## src/rtl/fir_transient_monitor.sv

```systemverilog
// fir_transient_monitor: observes the fir_filter output stream after a start
// pulse and records peak value/index, settle index and settled/timeout status.
// Optional macro FIR_MON_MIN_TRACK_EN adds min_val/min_idx undershoot tracking.
module fir_transient_monitor #(
  parameter int DATA_WIDTH    = 32,
  parameter int CNT_WIDTH     = 16,
  parameter int SETTLE_WINDOW = 16,
  parameter int MAX_SAMPLES   = 10000
) (
  input  logic                  clk,
  input  logic                  rst,
  input  logic                  start,
  input  logic                  sample_valid,
  input  logic [DATA_WIDTH-1:0] sample_in,
  input  logic [DATA_WIDTH-1:0] target,
  input  logic [DATA_WIDTH-1:0] tol,
  output logic                  busy,
  output logic                  done,
  output logic                  settled,
  output logic                  timeout,
  output logic [DATA_WIDTH-1:0] peak_val,
  output logic [CNT_WIDTH-1:0]  peak_idx,
`ifdef FIR_MON_MIN_TRACK_EN
  output logic [DATA_WIDTH-1:0] min_val,
  output logic [CNT_WIDTH-1:0]  min_idx,
`endif
  output logic [CNT_WIDTH-1:0]  settle_idx
);

  typedef enum logic [1:0] {IDLE, RUN, DONE} state_t;

  state_t                state;
  logic [DATA_WIDTH-1:0] tgt_r;
  logic [DATA_WIDTH-1:0] tol_r;
  logic [CNT_WIDTH-1:0]  idx;
  logic [CNT_WIDTH-1:0]  band_cnt;

  logic [DATA_WIDTH:0]   diff;
  logic [DATA_WIDTH:0]   abs_diff;
  logic                  in_band;
  logic [CNT_WIDTH-1:0]  cnt_inc;
  logic                  hit_settle;
  logic                  hit_last;
  logic                  new_peak;
`ifdef FIR_MON_MIN_TRACK_EN
  logic                  new_min;
`endif

  // Band test in DATA_WIDTH+1 bits so extreme sample/target pairs cannot wrap
  always_comb begin
    diff       = {sample_in[DATA_WIDTH-1], sample_in} - {tgt_r[DATA_WIDTH-1], tgt_r};
    abs_diff   = diff[DATA_WIDTH] ? -diff : diff;
    in_band    = abs_diff <= {1'b0, tol_r};
    cnt_inc    = band_cnt + CNT_WIDTH'(1);
    hit_settle = in_band && (cnt_inc == CNT_WIDTH'(SETTLE_WINDOW));
    hit_last   = idx == CNT_WIDTH'(MAX_SAMPLES - 1);
    new_peak   = (idx == '0) || ($signed(sample_in) > $signed(peak_val));
`ifdef FIR_MON_MIN_TRACK_EN
    new_min    = (idx == '0) || ($signed(sample_in) < $signed(min_val));
`endif
  end

  // Measurement FSM with registered status and result outputs
  always_ff @(posedge clk or negedge rst) begin
    if (!rst) begin
      state      <= IDLE;
      tgt_r      <= '0;
      tol_r      <= '0;
      idx        <= '0;
      band_cnt   <= '0;
      busy       <= 1'b0;
      done       <= 1'b0;
      settled    <= 1'b0;
      timeout    <= 1'b0;
      peak_val   <= '0;
      peak_idx   <= '0;
      settle_idx <= '0;
`ifdef FIR_MON_MIN_TRACK_EN
      min_val    <= '0;
      min_idx    <= '0;
`endif
    end else begin
      case (state)
        IDLE: begin
          done <= 1'b0;
          if (start) begin
            tgt_r      <= target;
            tol_r      <= tol;
            idx        <= '0;
            band_cnt   <= '0;
            settled    <= 1'b0;
            timeout    <= 1'b0;
            peak_val   <= '0;
            peak_idx   <= '0;
            settle_idx <= '0;
`ifdef FIR_MON_MIN_TRACK_EN
            min_val    <= '0;
            min_idx    <= '0;
`endif
            busy       <= 1'b1;
            state      <= RUN;
          end
        end
        RUN: begin
          if (sample_valid) begin
            idx <= idx + CNT_WIDTH'(1);
            if (new_peak) begin
              peak_val <= sample_in;
              peak_idx <= idx;
            end
`ifdef FIR_MON_MIN_TRACK_EN
            if (new_min) begin
              min_val <= sample_in;
              min_idx <= idx;
            end
`endif
            if (in_band) begin
              band_cnt <= cnt_inc;
              if (band_cnt == '0) settle_idx <= idx;
            end else begin
              band_cnt <= '0;
            end
            // Settle is checked first so it wins when it lands on the last budgeted sample
            if (hit_settle) begin
              settled <= 1'b1;
              busy    <= 1'b0;
              done    <= 1'b1;
              state   <= DONE;
            end else if (hit_last) begin
              timeout <= 1'b1;
              busy    <= 1'b0;
              done    <= 1'b1;
              state   <= DONE;
            end
          end
        end
        DONE: begin
          done  <= 1'b0;
          state <= IDLE;
        end
        default: state <= IDLE;
      endcase
    end
  end

endmodule
```

## config.mk

```make
export PLATFORM = sky130hd
export DESIGN_NAME = fir_transient_monitor
export DESIGN_NICKNAME = d
export VERILOG_FILES = /design/src/rtl/fir_transient_monitor.sv
export SDC_FILE = /design/constraint.sdc
export NUM_CORES = 1
export LEC_CHECK = 0
export CORE_ASPECT_RATIO = 0.6
export CORE_MARGIN = 2
export CORE_UTILIZATION = 56
export DETAILED_ROUTE_END_ITERATION = 6
export PLACE_DENSITY = 0.85
export SYNTH_ARGS = -nofsm -noshare
export SYNTH_HDL_FRONTEND = slang
export SYNTH_SLANG_ARGS = --single-unit
```

## constraint.sdc

```tcl
create_clock -name clk -period 6.6 [get_ports clk]
set_clock_uncertainty 0.15 [all_clocks]
set_input_delay 0.66 -clock clk [delete_from_list [all_inputs] [get_ports clk]]
set_output_delay 0.66 -clock clk [all_outputs]
set_load 0.05 [all_outputs]
```

# Word-level counts from Yosys, hierarchy flattened
# Cells that the tools add are included.
# op_classes
bitwise	0
add_sub_neg	4
mux	39
n_mul	0
n_reduce_logical	17
n_div	0
eq_ne	13
n_shift	0
order_cmp	2
# op_table
op	count
2-to-1 mux 16 bit	9
case mux 16 bit (2 select lines)	4
2-to-1 mux 32 bit	3
case mux 32 bit (2 select lines)	1
less-or-equal comparator 33 x 32 -> 1 bit	1
2-to-1 mux 33 bit	1
negator 33 bit	1
subtractor 32 x 32 -> 33 bit	1
adder 16 x 1 -> 16 bit, second input constant	2
greater-than comparator 32 bit	1
zero test 16 bit	2
equality test 16 x 14 -> 1 bit, second input constant	1
equality test 16 x 5 -> 1 bit, second input constant	1
inequality test 2 bit, second input constant	8
2-to-1 mux 1 bit	12
AND reduction 4 bit	3
AND reduction 5 bit	2
AND reduction 3 bit	3
2-to-1 mux 2 bit	4
case mux 1 bit (2 select lines)	4
case mux 2 bit (2 select lines)	1
nonzero test 2 bit	2
inequality test 3 bit, second input constant	1
equality test 2 x 1 -> 1 bit, second input constant	1
6 further kinds	6
# totals
rom_bits	0
ram_bits	0
mem_count	0
latch_bits	0
register_bits	166
wordCells	87

# Logic depth before layout (Yosys ltp)
# logic_depth
depth_word	8
ltp_mapped	26
mapped_depth_nobuf	24

# Least setup slack after synthesis
# No wires, ideal clock.
# synth_path
kind	input port to flip-flop
from	in sample_in[0]
to	reg settle_idx[10]
stages	25
required_ns	6.329
setup_slack_ns	0.156
arrival_ns	6.173
path_cell_list	inv_1 ha_1 fa_1 nand2b_1 a21oi_2 o21ai_0 and2_4 or3_4 nand3b_4 and4bb_1 or3b_4 o31a_1 xnor2_1 ha_1 nand2_1 nor2_1 nand2_1 or3_1 o22ai_1 a31oi_1 nor2_1 clkinv_1 o31a_4 buf_6 a22o_1
# synth_between
elab_chain_cells	6
# synth_rtl
element	line_no	rtl
from (decl)	14	input logic [DATA_WIDTH-1:0] sample_in,
subtractor 32 x 32 -> 33 bit (*)	51	diff = {sample_in[DATA_WIDTH-1], sample_in} - {tgt_r[DATA_WIDTH-1], tgt_r};
negator 33 bit	52	abs_diff = diff[DATA_WIDTH] ? -diff : diff;
2-to-1 mux 33 bit (*)	52	
less-or-equal comparator 33 x 32 -> 1 bit (*)	53	in_band = abs_diff <= {1'b0, tol_r};
inequality test 2 bit (no line) (*)	-	
AND reduction 5 bit (no line) (*)	-	
to (signal assigned)	119	if (band_cnt == '0) settle_idx <= idx;
to (decl)	27	output logic [CNT_WIDTH-1:0] settle_idx
# Every way passes the cells marked *; elsewhere a longest branch is shown, timed or not.
# A chain may end at the register's enable or synchronous reset.

# Worst setup path in the final report
# layout_path
from	in sample_in[1]
to	reg settle_idx[13]
# Same word-level chain as after synthesis.

==> flow_summary.json <==
{
  "finalWirelength_microns": 32900,
  "input_output_buffers": 167,
  "cp_data_required_time_ns": 6.78,
  "status": "complete, no violations",
  "cp.depth": 25,
  "finalNetCount": 1717,
  "cp_slowest_cell": "sky130_fd_sc_hd__clkdlybuf4s50_1",
  "post-route-cell-area_sq_um": 14500,
  "initial_antenna_violation_count": 0,
  "synthArstFlopShare_pct": 100.0,
  "setup_slack_ns": 0.3705,
  "grt_overflow_total": 0,
  "synthMuxAreaShare_pct": 0.5184,
  "grt_pass1_wl_microns": 53010,
  "route.antenna.remaining_nets": 0,
  "synthesized_area_fraction_occupied_by_ao_oa_aoi_and_oai_cells_pct": 23.84,
  "tritoncts_buffer_count": 17,
  "initial_drt_markers": 984,
  "cp-start-kind": "primary input",
  "cts.root.buffer_cell": "sky130_fd_sc_hd__clkbuf_16",
  "drv_slew": 0,
  "grt_util_all_layers_pct": 30.87,
  "cts.sinks": 166,
  "cp.arrival_ns": 6.41,
  "mean_area_per_synthesized_cell_sq_um": 8.777,
  "worst_pin_slew_ns": 1.179,
  "routed-via-count": 10780,
  "grt_setup_unrepaired": "false",
  "synth_xor_xnor_area_share_pct": 4.298,
  "setup-tns-final_ns": 0,
  "r2r-start": "tgt_r[0]",
  "clk_transition_reported_paths_ns": 0.08,
  "mappedNetlistNets": 1523,
  "htree_levels": 4,
  "synth_seq_area_share_pct": 35.85,
  "clkLatencyLatePin_ns": 0.45,
  "areaGrowthSynthToFinish_pct": 25.17,
  "timing.fmax_ghz": 0.1605,
  "netlist.top_cell.by_area": "sky130_fd_sc_hd__dfrtp_1",
  "floorplan.io_pins": 168,
  "setup-violations-final": 0,
  "yosys.area.top_type_share_pct": 35.85,
  "place_hpwl_microns": 24730,
  "worstReg2RegEnd": "settle_idx[13]",
  "yosys-top-cells-area": "sky130_fd_sc_hd__dfrtp_1 36%, sky130_fd_sc_hd__ha_1 11%, sky130_fd_sc_hd__nand2_1 5.3%, sky130_fd_sc_hd__o21ai_0 4.9%, sky130_fd_sc_hd__a22o_1 4.8%",
  "grt_start_max_net_pins": 99,
  "pwr-share-comb_pct": 54.6,
  "peakVddDrop_mv": 0.2988,
  "post_drt_wl_per_cell_microns": 18.28,
  "core.rowCount": 40,
  "power.density_cell_area_nw_per_um2": 370.4,
  "tritoncts": "yes",
  "maxCapViolations": 0,
  "post_synth_fa_ha_maj_area_fraction_pct": 11.19,
  "setup_slack_reg_to_reg_ns": 0.62,
  "synth-edff-count": 0,
  "cts_hold_buf": 0,
  "fp.coreArea_sq_um": 20170,
  "net_switching_power_uw": 2415,
  "power_frac_seq_pct": 26.1,
  "power.leakage_uw": 0.006623,
  "timing.critical_path.slowest_cell_delay_ns": 0.55,
  "crit_start": "sample_in[1]",
  "p_int_uw": 2957,
  "finalHoldViolCount": 0,
  "yosys_warnings": 0,
  "synth_top_family_by_area": "compound AO/OA/AOI/OAI gates",
  "power.clock.fraction_pct": 19.3,
  "synthCells": 1320,
  "die_w_microns": 189.7,
  "post-route-period-util_pct": 94.39,
  "switching_share_pct": 44.95,
  "die_height_microns": 115.4,
  "critical_path.endpoint_type": "flip-flop",
  "commonest_register_cell_after_synthesis": "sky130_fd_sc_hd__dfrtp_1",
  "syn-cell-area_sq_um": 11590,
  "drt_first_pass_iters": 5,
  "r2r_cells": 24,
  "gp_congestion": 0.9278,
  "vias_per_cell": 5.988,
  "synth_commonest_cells": "166 x sky130_fd_sc_hd__dfrtp_1, 163 x sky130_fd_sc_hd__nand2_1, 113 x sky130_fd_sc_hd__o21ai_0",
  "critical-path-top-delay-family": "simple AND/OR/NAND/NOR gates",
  "cts_max_path_buffers": 2,
  "critical_path.n_buffers_inverters": 5,
  "post_placement_setup_slack_ns": -0.5262,
  "finalHoldWorstSlack_ns": 0.1406,
  "via_count_of_the_first_global_routing_pass": 9919,
  "ys_seq_elements": 166,
  "place_area_sq_um": 13840,
  "num_antenna_cells": 0,
  "worst_slew_margin_rel_pct": 21.12,
  "finalCriticalPeriod_ns": 6.230,
  "synth.most_common_cell": "sky130_fd_sc_hd__dfrtp_1",
  "layout-drive-gt1-share_pct": 9.758,
  "fp.dieArea_sq_um": 21890,
  "start_util_pct": 57.44,
  "path_max_fanout": 16,
  "finalPower_uw": 5371,
  "timing_worst_setup_path_type": "primary input to flip-flop",
  "yosys.area_share.simple_pct": 18.32,
  "number_of_remaining_drc_errors": 0,
  "worst_hold_path_type": "primary input to asynchronous set/reset pin",
  "synthDistinctLibCells": 97
}
[cell type report]
class	instances	area [sq um]
fillers	1495	5667
clock buffers	18	439.2
well taps	273	341.6
inverters	110	412.9
repair buffers	235	2211
multi-input cells	984	6768
clock inverters	14	176.4
flip-flops and latches	166	4154
[power by group through the flow]
stage | combinational, uW | clock [uW] | sequential (uW)
final | 2930 | 1040 | 1400
after global routing | 3170 | 1100 | 1430
after CTS | 2870 | 1050 | 1400
after detailed placement | 2840 | 0 | 1410
after global placement | 2750 | 0 | 1410
after floorplan | 1490 | 0 | 1820
[timing repair]
action	CTS	global route
gates resized for setup	1	6
setup endpoints to repair	16	21
setup buffers	0	1
pin swaps	0	3
[through the flow]
step	util, %	std cells
4_1_cts	71.71	1799
5_1_grt	71.90	1800
6_report	71.90	1800
3_5_place_dp	68.63	1767
3_3_place_gp	68.63	1767
2_1_floorplan	-	1320
[metal layers]
layer  track usage, %  up-vias  part of all wire (%)
li1                 -     5134                     -
met1            50.12     5124                    51
met2            42.12      489                    40
met3            5.058       32                   8.3
met4            7.545        0                   1.4
met5                0        -                     0
[worst max-delay path by stage]
stage	end	slack, ns
after CTS	settle_idx[13]	0.05
after floorplan	settle_idx[10]	0.16
after detailed placement	settle_idx[8]	-0.53
final	settle_idx[13]	0.37
after global placement	settle_idx[10]	-0.28
after global routing	band_cnt[12]	0.08
[state kept, by name, indices dropped and copies added, names as in the netlist, 2 cells and up]
name and count:
peak_idx 16, band_cnt 16, state 2, tol_r 32, idx 16, settle_idx 16, tgt_r 32, peak_val 32
[worst reg2reg max path, stage by stage (launching register included)]
cell and delay (ns):
sky130_fd_sc_hd__dfrtp_1 0.42, sky130_fd_sc_hd__ha_1 0.23, sky130_fd_sc_hd__fa_1 0.39, sky130_fd_sc_hd__buf_4 0.16, sky130_fd_sc_hd__nand2b_1 0.14, sky130_fd_sc_hd__o21ai_1 0.16, sky130_fd_sc_hd__a32oi_2 0.17, sky130_fd_sc_hd__or3_4 0.43
sky130_fd_sc_hd__nand3b_4 0.17, sky130_fd_sc_hd__and4bb_1 0.31, sky130_fd_sc_hd__or3b_4 0.42, sky130_fd_sc_hd__o31a_1 0.32, sky130_fd_sc_hd__xnor2_1 0.15, sky130_fd_sc_hd__ha_1 0.28, sky130_fd_sc_hd__nand2_1 0.06, sky130_fd_sc_hd__nor2_1 0.14
sky130_fd_sc_hd__nand2_1 0.09, sky130_fd_sc_hd__or3_1 0.39, sky130_fd_sc_hd__o22ai_1 0.13, sky130_fd_sc_hd__a31oi_1 0.09, sky130_fd_sc_hd__nor2_1 0.21, sky130_fd_sc_hd__inv_2 0.08, sky130_fd_sc_hd__buf_4 0.19, sky130_fd_sc_hd__o31a_4 0.37
sky130_fd_sc_hd__a22o_1 0.22
[cells in the final DEF (no fill, tap or decap), types with 8 or more instances in the layout]
master and n:
sky130_fd_sc_hd__dfrtp_1 166, sky130_fd_sc_hd__clkdlybuf4s50_1 165, sky130_fd_sc_hd__nand2_1 162, sky130_fd_sc_hd__o21ai_0 112, sky130_fd_sc_hd__inv_1 109, sky130_fd_sc_hd__ha_1 102, sky130_fd_sc_hd__nor2_1 80, sky130_fd_sc_hd__buf_4 66
sky130_fd_sc_hd__a22o_1 64, sky130_fd_sc_hd__a21oi_1 63, sky130_fd_sc_hd__nand4_1 31, sky130_fd_sc_hd__xor2_1 29, sky130_fd_sc_hd__nand3_1 27, sky130_fd_sc_hd__xnor2_1 26, sky130_fd_sc_hd__a21o_1 24, sky130_fd_sc_hd__nor3_1 18
sky130_fd_sc_hd__clkbuf_16 17, sky130_fd_sc_hd__and2_1 12, sky130_fd_sc_hd__nand2b_1 11, sky130_fd_sc_hd__nor4_1 11, sky130_fd_sc_hd__and3_1 10, sky130_fd_sc_hd__nor2b_1 10, sky130_fd_sc_hd__o21a_1 9, sky130_fd_sc_hd__o211ai_1 9
sky130_fd_sc_hd__a31oi_1 9, sky130_fd_sc_hd__or3_1 8
[cell families after synthesis]
family / count (synthesis)
adders and majority gates: 103
buffers and inverters: 170
DFF: 166
muxes: 6
xor gates and xnor gates: 56
AOI/OAI and AO/OA: 394
and+or+nand+nor: 425
(Power assumes the default switching activity.)
